[src/rtl/udp_tx_framer.sv]
// udp_tx_framer: prepends Ethernet, IP and UDP header beats to a 64-bit
// payload stream. Payload beats pass through with no added latency.
module udp_tx_framer #(
    parameter int          DATA_W    = 64,
    parameter logic [47:0] DST_MAC   = 48'h01005E010101,
    parameter logic [15:0] ETHERTYPE = 16'h0800
) (
    input  logic              clk,
    input  logic              rst_n,
    input  logic              hdr_valid,
    output logic              hdr_ready,
    input  logic [31:0]       hdr_ip_src,
    input  logic [31:0]       hdr_ip_dst,
    input  logic [15:0]       hdr_udp_sport,
    input  logic [15:0]       hdr_udp_dport,
    input  logic [15:0]       hdr_pay_len,
    input  logic [DATA_W-1:0] s_axis_tdata,
    input  logic              s_axis_tvalid,
    input  logic              s_axis_tlast,
    output logic              s_axis_tready,
    output logic [DATA_W-1:0] m_axis_tdata,
    output logic              m_axis_tvalid,
    output logic              m_axis_tlast,
    input  logic              m_axis_tready,
    output logic              len_err,
    output logic [31:0]       frame_count
);

    typedef enum logic [2:0] {
        S_IDLE,
        S_ETH,
        S_IP,
        S_UDP,
        S_PAY
    } state_t;

    state_t state_q, state_d;

    logic [31:0] ip_src_q;
    logic [31:0] ip_dst_q;
    logic [15:0] sport_q;
    logic [15:0] dport_q;
    logic [15:0] pay_len_q;

    logic [15:0] beat_cnt_q;
    logic        err_seen_q;
    logic        len_err_q;
    logic [31:0] frame_count_q;

    logic        hdr_acc;
    logic        pay_hs;
    logic        frame_done;
    logic        err_hit;

    logic [15:0] udp_len;
    logic [16:0] len_plus7;
    logic [15:0] exp_beats;
    logic [15:0] beat_num;

    // UDP length wraps at 16 bits; expected beat count is ceil(len/8)
    assign udp_len   = pay_len_q + 16'd8;
    assign len_plus7 = {1'b0, pay_len_q} + 17'd7;
    assign exp_beats = {2'b00, len_plus7[16:3]};
    assign beat_num  = beat_cnt_q + 16'd1;

    assign len_err     = len_err_q;
    assign frame_count = frame_count_q;

    // Length mismatch: early tlast, or the expected last beat lacks tlast
    always_comb begin
        err_hit = 1'b0;
        if (pay_hs && !err_seen_q) begin
            if (s_axis_tlast && (beat_num < exp_beats)) begin
                err_hit = 1'b1;
            end else if (!s_axis_tlast && (beat_num == exp_beats)) begin
                err_hit = 1'b1;
            end
        end
    end

    // Next-state and output decode
    always_comb begin
        state_d       = state_q;
        hdr_ready     = 1'b0;
        s_axis_tready = 1'b0;
        m_axis_tdata  = '0;
        m_axis_tvalid = 1'b0;
        m_axis_tlast  = 1'b0;
        hdr_acc       = 1'b0;
        pay_hs        = 1'b0;
        frame_done    = 1'b0;
        unique case (state_q)
            S_IDLE: begin
                hdr_ready = 1'b1;
                if (hdr_valid) begin
                    hdr_acc = 1'b1;
                    state_d = S_ETH;
                end
            end
            S_ETH: begin
                m_axis_tdata  = {DST_MAC, ETHERTYPE};
                m_axis_tvalid = 1'b1;
                if (m_axis_tready) begin
                    state_d = S_IP;
                end
            end
            S_IP: begin
                m_axis_tdata  = {ip_src_q, ip_dst_q};
                m_axis_tvalid = 1'b1;
                if (m_axis_tready) begin
                    state_d = S_UDP;
                end
            end
            S_UDP: begin
                m_axis_tdata  = {sport_q, dport_q, udp_len, 16'h0000};
                m_axis_tvalid = 1'b1;
                m_axis_tlast  = (pay_len_q == 16'd0);
                if (m_axis_tready) begin
                    if (pay_len_q == 16'd0) begin
                        frame_done = 1'b1;
                        state_d    = S_IDLE;
                    end else begin
                        state_d = S_PAY;
                    end
                end
            end
            S_PAY: begin
                m_axis_tdata  = s_axis_tdata;
                m_axis_tvalid = s_axis_tvalid;
                m_axis_tlast  = s_axis_tlast;
                s_axis_tready = m_axis_tready;
                pay_hs        = s_axis_tvalid && m_axis_tready;
                if (pay_hs && s_axis_tlast) begin
                    frame_done = 1'b1;
                    state_d    = S_IDLE;
                end
            end
            default: begin
                state_d = S_IDLE;
            end
        endcase
    end

    // State register
    always_ff @(posedge clk or negedge rst_n) begin
        if (!rst_n) begin
            state_q <= S_IDLE;
        end else begin
            state_q <= state_d;
        end
    end

    // Capture the descriptor on acceptance
    always_ff @(posedge clk or negedge rst_n) begin
        if (!rst_n) begin
            ip_src_q  <= '0;
            ip_dst_q  <= '0;
            sport_q   <= '0;
            dport_q   <= '0;
            pay_len_q <= '0;
        end else if (hdr_acc) begin
            ip_src_q  <= hdr_ip_src;
            ip_dst_q  <= hdr_ip_dst;
            sport_q   <= hdr_udp_sport;
            dport_q   <= hdr_udp_dport;
            pay_len_q <= hdr_pay_len;
        end
    end

    // Payload beat counter and once-per-frame length error flag
    always_ff @(posedge clk or negedge rst_n) begin
        if (!rst_n) begin
            beat_cnt_q <= '0;
            err_seen_q <= 1'b0;
        end else if (hdr_acc) begin
            beat_cnt_q <= '0;
            err_seen_q <= 1'b0;
        end else if (pay_hs) begin
            beat_cnt_q <= beat_num;
            if (err_hit) begin
                err_seen_q <= 1'b1;
            end
        end
    end

    // One-cycle length error pulse, the cycle after the offending beat
    always_ff @(posedge clk or negedge rst_n) begin
        if (!rst_n) begin
            len_err_q <= 1'b0;
        end else begin
            len_err_q <= err_hit;
        end
    end

    // Completed frame counter, wraps naturally at 2^32
    always_ff @(posedge clk or negedge rst_n) begin
        if (!rst_n) begin
            frame_count_q <= '0;
        end else if (frame_done) begin
            frame_count_q <= frame_count_q + 32'd1;
        end
    end

endmodule
[config.mk]
export PLATFORM = sky130hd
export DESIGN_NAME = udp_tx_framer
export DESIGN_NICKNAME = d
export VERILOG_FILES = /design/src/rtl/udp_tx_framer.sv
export SDC_FILE = /design/constraint.sdc
export NUM_CORES = 1
export LEC_CHECK = 0
export BUFFER_PORTS_ARGS = -buffer_cell sky130_fd_sc_hd__buf_2
export CAP_MARGIN = 20
export CORE_MARGIN = 8
export CORE_UTILIZATION = 50
export DETAILED_ROUTE_END_ITERATION = 12
export PLACE_DENSITY = 0.79
export SLEW_MARGIN = 5
export SYNTH_ARGS = -nofsm -noshare
export SYNTH_HDL_FRONTEND = slang
export SYNTH_SLANG_ARGS = --single-unit
[constraint.sdc]
create_clock -name clk -period 4 [get_ports clk]
set_clock_uncertainty 0.15 [all_clocks]
set_input_delay 0.2 -clock clk [delete_from_list [all_inputs] [get_ports clk]]
set_output_delay 0.2 -clock clk [all_outputs]
set_load 0.05 [all_outputs]
==> impl_metrics.tcl, run 1 <==
set metrics [dict create \
    slowest_delay_ns 0.73 \
    yosysSeqAreaShare 0.4718 \
    status "complete, no violations" \
    synth_edf_count 0 \
    drt_iter0_markers 542 \
    rows 48 \
    tightest_slew_ns 1.008 \
    ctsResizeCount 0 \
    setup_ws_ns 0.6232 \
    ant_nets 0 \
    numCtsBuffers 17 \
    area_delta_synth_final_pct 37.76 \
    ys.flop_type "dfrtp_1" \
    core_mm2 0.01724 \
    vias 8275 \
    avgSynthCellArea_um2 10.75 \
    cp_num_buf_inv 2 \
    cts_buffer_depth 2 \
    synth-seq-cells 165 \
    antenna_found_initial 12 \
    ios 283 \
    drive_above_1_share 0.3799 \
    grt_remaining_overflow 0 \
    finalHoldViolations 0 \
    slew_viol_final 0 \
    finalSetupViolations 0 \
    grt_start_max_net_pins 107 \
    h-tree-depth 4 \
    post-route-drc-count 0 \
    die_h_um 148.3 \
    gp_congestion 0.8750 \
    crit_path_max_fanout 25 \
    required_ns 3.65 \
    worstSetupPathType "flop to output pin" \
    timing.slew.headroom 0.3278 \
    cts_root_buffer "clkbuf_16" \
    grt_usage 0.2714 \
    dieArea_mm2 0.02199 \
    grt_pass1_wl_um 47150 \
    power.leakage_nw 5.620 \
    rsz0062_at_grt "false" \
    instances_no_fill 1435 \
    yosysWarnings 0 \
    clk_latency_ns 0.42 \
    path_cells "nor2b_4 -> buf_4 -> a22oi_1 -> o21ai_0 -> buf_2" \
    first_global_vias 8782 \
    arrival_ns 3.03 \
    ys_types 56 \
    portBuffers 282 \
    p_total_mw 9.222 \
    via_per_inst 5.767 \
    path_delay_family "flip-flops" \
    cts.sinks 165 \
    hold_class "primary input to flop" \
    nets 1381 \
    fin_crit_ns 3.377 \
    die_x_um 148.3 \
    final_cell_mix "buf_2 (281), dfrtp_1 (164), dlygate4sd3_1 (116), mux2_2 (113), nand2_1 (73)" \
    tritoncts "yes" \
    netlist_area_mm2 0.008752 \
    hpwl_um 19620 \
    maxCapViolCount 0 \
    ir_drop_mv 0.6525 \
    netlist_instances 814 \
    drt-wirelength-per-cell_um 21.06 \
    dp_cells 1272 \
    p_per_area_mw_per_mm2 764.9 \
    synthesis.nets 1013 \
    initial_core_util 0.5078 \
    first_pass_iters 5 \
    cp_slowest_cell "dfrtp_1" \
    fmax_mhz 296.1 \
    async_reset_ff_frac 1.000 \
    layout_commonest_cell "buf_2" \
    finalCritPeriodShare 0.8442 \
    dpl_cell_area_mm2 0.01026 \
    crit_path_end_kind "output pin" \
    setup_total_negative_slack_ns 0 \
    post-place-ws_ns 0.8324 \
    clk_pin_slew_ns 0.06 \
    routed_wl_um 30220 \
    crit_path_start_kind "flop" \
    design_area_mm2 0.01206 \
]
sequential cells by signal (all words and copies together), names as in the netlist:
name and cells:
beat_cnt_q 16, sport_q 16, ip_dst_q 32, dport_q 16
err_seen_q 1, state_q 3, frame_count 32, len_err 1
pay_len_q 16, ip_src_q 32
area by class of cell:
| class | instances | area [um^2] |
|---|---|---|
| fillers | 1180 | 5180 |
| clock inverters | 14 | 166.4 |
| repair buffers | 409 | 2661 |
| clock buffers | 18 | 429.2 |
| multi-input cells | 582 | 4324 |
| flip-flops and latches | 165 | 4130 |
| inverters | 7 | 26.28 |
| diodes | 15 | 37.54 |
| well taps | 225 | 281.5 |
path summary, 6_finish.rpt:
path | cells past startpoint | start | slack [ns] | end
setup / recovery | 5 | state_q[2] | 0.62 | m_axis_tdata[39]
hold / removal | 4 | hdr_valid | 0.03 | state_q[0]
setup reg to reg | 10 | beat_cnt_q[0] | 0.78 | err_seen_q
hold reg to reg | 1 | frame_count[31] | 0.32 | frame_count[31]
max in group asynchronous | 3 | rst_n | 2.30 | dport_q[8]
min in group asynchronous | 2 | rst_n | 0.29 | dport_q[13]
what timing repair did:
item,CTS,global route
endpoints found under the setup margin,0,0
endpoints found under the hold margin,217,0
setup buffers,0,0
hold buffers,116,0
power by group:
group,switching (mW),internal [mW],total [mW]
sequential,0.588,2.29,2.87
clock,0.745,0.942,1.69
combinational,3.07,1.59,4.66
routing by layer:
metal / share of wire / wire (um) / up-vias / GRT usage
li1: - / - / 3698 / -
met1: 0.38 / 11340 / 4019 / 0.3165
met2: 0.49 / 14660 / 463 / 0.4365
met3: 0.089 / 2691 / 95 / 0.07900
met4: 0.050 / 1522 / 0 / 0.1642
met5: 0 / 0 / - / 0
cells in the mapped netlist (2+ instances only):
cell	instances	share of area
a31oi_1	2	0.0014
and3_1	11	0.0079
o22ai_2	2	0.0029
buf_6	2	0.0026
buf_2	17	0.0097
and4_1	7	0.0070
xnor2_1	47	0.047
nand2_1	73	0.031
mux2_2	113	0.15
o21ai_0	45	0.026
xor2_1	21	0.021
o22ai_1	11	0.0079
nand3_1	23	0.013
buf_1	6	0.0026
buf_4	6	0.0051
nor2b_1	3	0.0021
nor4_4	2	0.0049
a21oi_1	18	0.010
nor3_1	11	0.0063
a21o_1	3	0.0026
clkbuf_1	29	0.012
dfrtp_1	165	0.47
a22oi_1	55	0.047
ha_1	17	0.024
a211oi_1	2	0.0017
and2_1	6	0.0043
or3_1	2	0.0014
nand4_1	20	0.014
o31ai_1	12	0.010
a22o_1	7	0.0070
nor2_1	45	0.019
inv_1	7	0.0030
stage by stage:
| step | hold WS (ns) | util |
|---|---|---|
| 4_1_cts | 0.01066 | 0.6973 |
| 6_report | 0.03032 | 0.6995 |
| 3_3_place_gp | 0.2550 | 0.5954 |
| 5_1_grt | 0.03779 | 0.6990 |
| 2_1_floorplan | -0.2456 | - |
| 3_5_place_dp | 0.2529 | 0.5954 |
tightest hold or removal path: cells and delay by family:
kind / cells / cell delay, ns
AO/OA/AOI/OAI: 1 / 0.07
buffers and inverters: 1 / 0.09
multiplexers: 1 / 0.13
AND/OR/NAND/NOR: 1 / 0.08
logic make-up after synthesis:
family / count (synthesis) / share of synthesized area
muxes: 114 / 0.1467
AOI/OAI and AO/OA: 167 / 0.1285
and+or+nand+nor: 216 / 0.1252
adders and majority gates: 17 / 0.02430
xor gates and xnor gates: 68 / 0.06805
buffers and inverters: 67 / 0.03545
DFF: 165 / 0.4718
Power figures use the tool's default switching activity.
==> run 2, diff against run 1 <==
- CORE_UTILIZATION: 50 -> 47
- PLACE_DENSITY: 0.79 -> 0.78
- clock period: 4 -> 2.83 ns (I/O delays scaled with it)
==> run 2 against run 1 <==
  * Setup slack worse by 0.57 ns
  * Critical endpoint is now m_axis_tlast
  * Core utilization is 3.1 points lower
  * Sequential cell count unchanged
  * Wire length shrank 1.6%
  * Combinational power increased by 50%
  * Via count up 0.22%
  * Die area grew 5.7%
==> impl_metrics.tcl, run 2 (same netlist as run 1, synthesis figures left out) <==
set metrics [dict create \
    routed_wl_um 29730 \
    cts_root_buffer "clkbuf_16" \
    portBuffers 282 \
    postLayoutCoreUtil 0.6689 \
    n_fill_cell 1322 \
    hold_class "primary input to flop" \
    area_delta_synth_final_pct 41.53 \
    dpl_cell_area_mm2 0.01053 \
    clk_latency_ns 0.43 \
    dieArea_mm2 0.02324 \
    path_delay_family "simple AND/OR/NAND/NOR gates" \
    nets 1412 \
    grt_remaining_overflow 0 \
    die_x_um 152.5 \
    drt-wirelength-per-cell_um 20.27 \
    maxCapViolCount 0 \
    setup_total_negative_slack_ns 0 \
    crit_cells 6 \
    tightest_slew_ns 1.019 \
    vias 8293 \
    h-tree-depth 4 \
    p_total_mw 13.16 \
    cp_num_buf_inv 2 \
    fin_crit_ns 2.776 \
    finalSetupViolations 0 \
    clk_pin_slew_ns 0.06 \
    arrival_ns 2.48 \
    cts.sinks 165 \
    antenna_found_initial 7 \
    design_area_mm2 0.01239 \
    core_mm2 0.01852 \
    via_per_inst 5.653 \
    critPathMostFrequentCell "nand2_1" \
    fmax_mhz 360.2 \
    required_ns 2.54 \
    layout_commonest_cell "buf_2" \
    path_cells "buf_4 -> nor4_4 -> nand2_1 -> or4_4 -> nand2_1 -> buf_2" \
    p_per_area_mw_per_mm2 1062 \
    timing.slew.headroom 0.3181 \
    reg2regPathDepth 12 \
    power.leakage_nw 5.769 \
    hold_depth 4 \
    finalCritPeriodShare 0.9809 \
    die_h_um 152.5 \
    drt_iter0_markers 600 \
    rows 50 \
    status "complete, no violations" \
    grt_start_max_net_pins 73 \
    crit_path_end_kind "output pin" \
    post-route-drc-count 0 \
    crit_path_max_fanout 5 \
    grt_pass1_wl_um 46550 \
    ant_nets 0 \
    worstSetupPathType "flop to output pin" \
    gp_congestion 0.8827 \
    numCtsBuffers 17 \
    slew_viol_final 0 \
    ir_drop_mv 0.7851 \
    multiInputGateArea_mm2 0.004378 \
    area.sequential_mm2 0.004134 \
    cts_buffer_depth 2 \
    rsz0062_at_grt "true" \
    first_pass_iters 5 \
    slowest_delay_ns 0.57 \
    first_global_vias 8816 \
    tritoncts "yes" \
    finalHoldViolations 0 \
    ios 283 \
    final_cell_mix "buf_2 (280), dfrtp_1 (161), dlygate4sd3_1 (117), mux2_2 (113), nand2_1 (73)" \
    initial_core_util 0.4726 \
    cp_slowest_cell "or4_4" \
    hpwl_um 19210 \
    grt_usage 0.2483 \
    drive_above_1_share 0.4062 \
    crit_path_start_kind "flop" \
]
==> run 2: cell types whose count changed in the layout (fill, tap and decap cells not counted), sizes merged <==
cell         delta
clkinvlp        +2
bufinv          -2
buf            +29
dlygate4sd3     +1
inv             +1
diode           -8
clkbuf          +1
clkinv          -1
==> run 2: final timing paths <==
| kind | from | slack (ns) | end |
|---|---|---|---|
| min in group asynchronous | rst_n | 0.16 | beat_cnt_q[13] |
| max reg2reg | pay_len_q[3] | 0.13 | len_err |
| min | s_axis_tlast | 0.02 | len_err |
| min reg2reg | frame_count[31] | 0.33 | frame_count[31] |
| max | pay_len_q[12] | 0.05 | m_axis_tlast |
| max in group asynchronous | rst_n | 1.66 | dport_q[14] |
==> run 2: what timing repair did <==
item / 4_1_cts / 5_1_grt
hold buffers: 117 / 0
pin swaps: 0 / 8
gates resized for setup: 1 / 14
endpoints found under the hold margin: 184 / 0
buffers inserted: 0 / 6
setup endpoints to repair: 2 / 5
==> run 2: power breakdown <==
part	internal, mW	switching [mW]
logic	2.44	4.56
clock network	1.17	1.07
registers	3.24	0.680
==> run 2: layout make-up <==
type                    instances  share of cell area
clock inverters                14             0.01091
clock buffers                  18             0.03465
well taps                     234             0.02364
inverters                       7            0.002121
repair buffers                440              0.2401
flip-flops and latches        165              0.3337
diodes                          7            0.001414
multi-input cells             582              0.3534
==> run 2: metrics by stage <==
stage          setup slack [ns]  hold WS [ns]  cells
3_5_place_dp           -0.03072       0.06658   1305
5_1_grt                -0.04950       0.07722   1467
3_3_place_gp            0.07544       0.06315   1305
4_1_cts                 0.01019      0.004277   1454
6_report                0.05413       0.01923   1467
2_1_floorplan           0.06349       -0.3041    814
==> run 2: routing by layer <==
metal,up-vias,global-route usage,wire length [um]
met3,89,0.07317,2323
met1,4058,0.2812,11430
li1,3749,-,-
met5,-,0,0
met4,0,0.1268,1255
met2,397,0.4207,14720
==> run 2: worst reg2reg max path: cells and delay by family, from the launching register on <==
family | cells | cell delay, ns
AND/OR/NAND/NOR | 6 | 1.00
flip-flops | 1 | 0.41
XOR/XNOR | 1 | 0.11
buffers and inverters | 1 | 0.16
AO/OA/AOI/OAI | 2 | 0.33
adder cells (fa/ha/maj) | 2 | 0.50
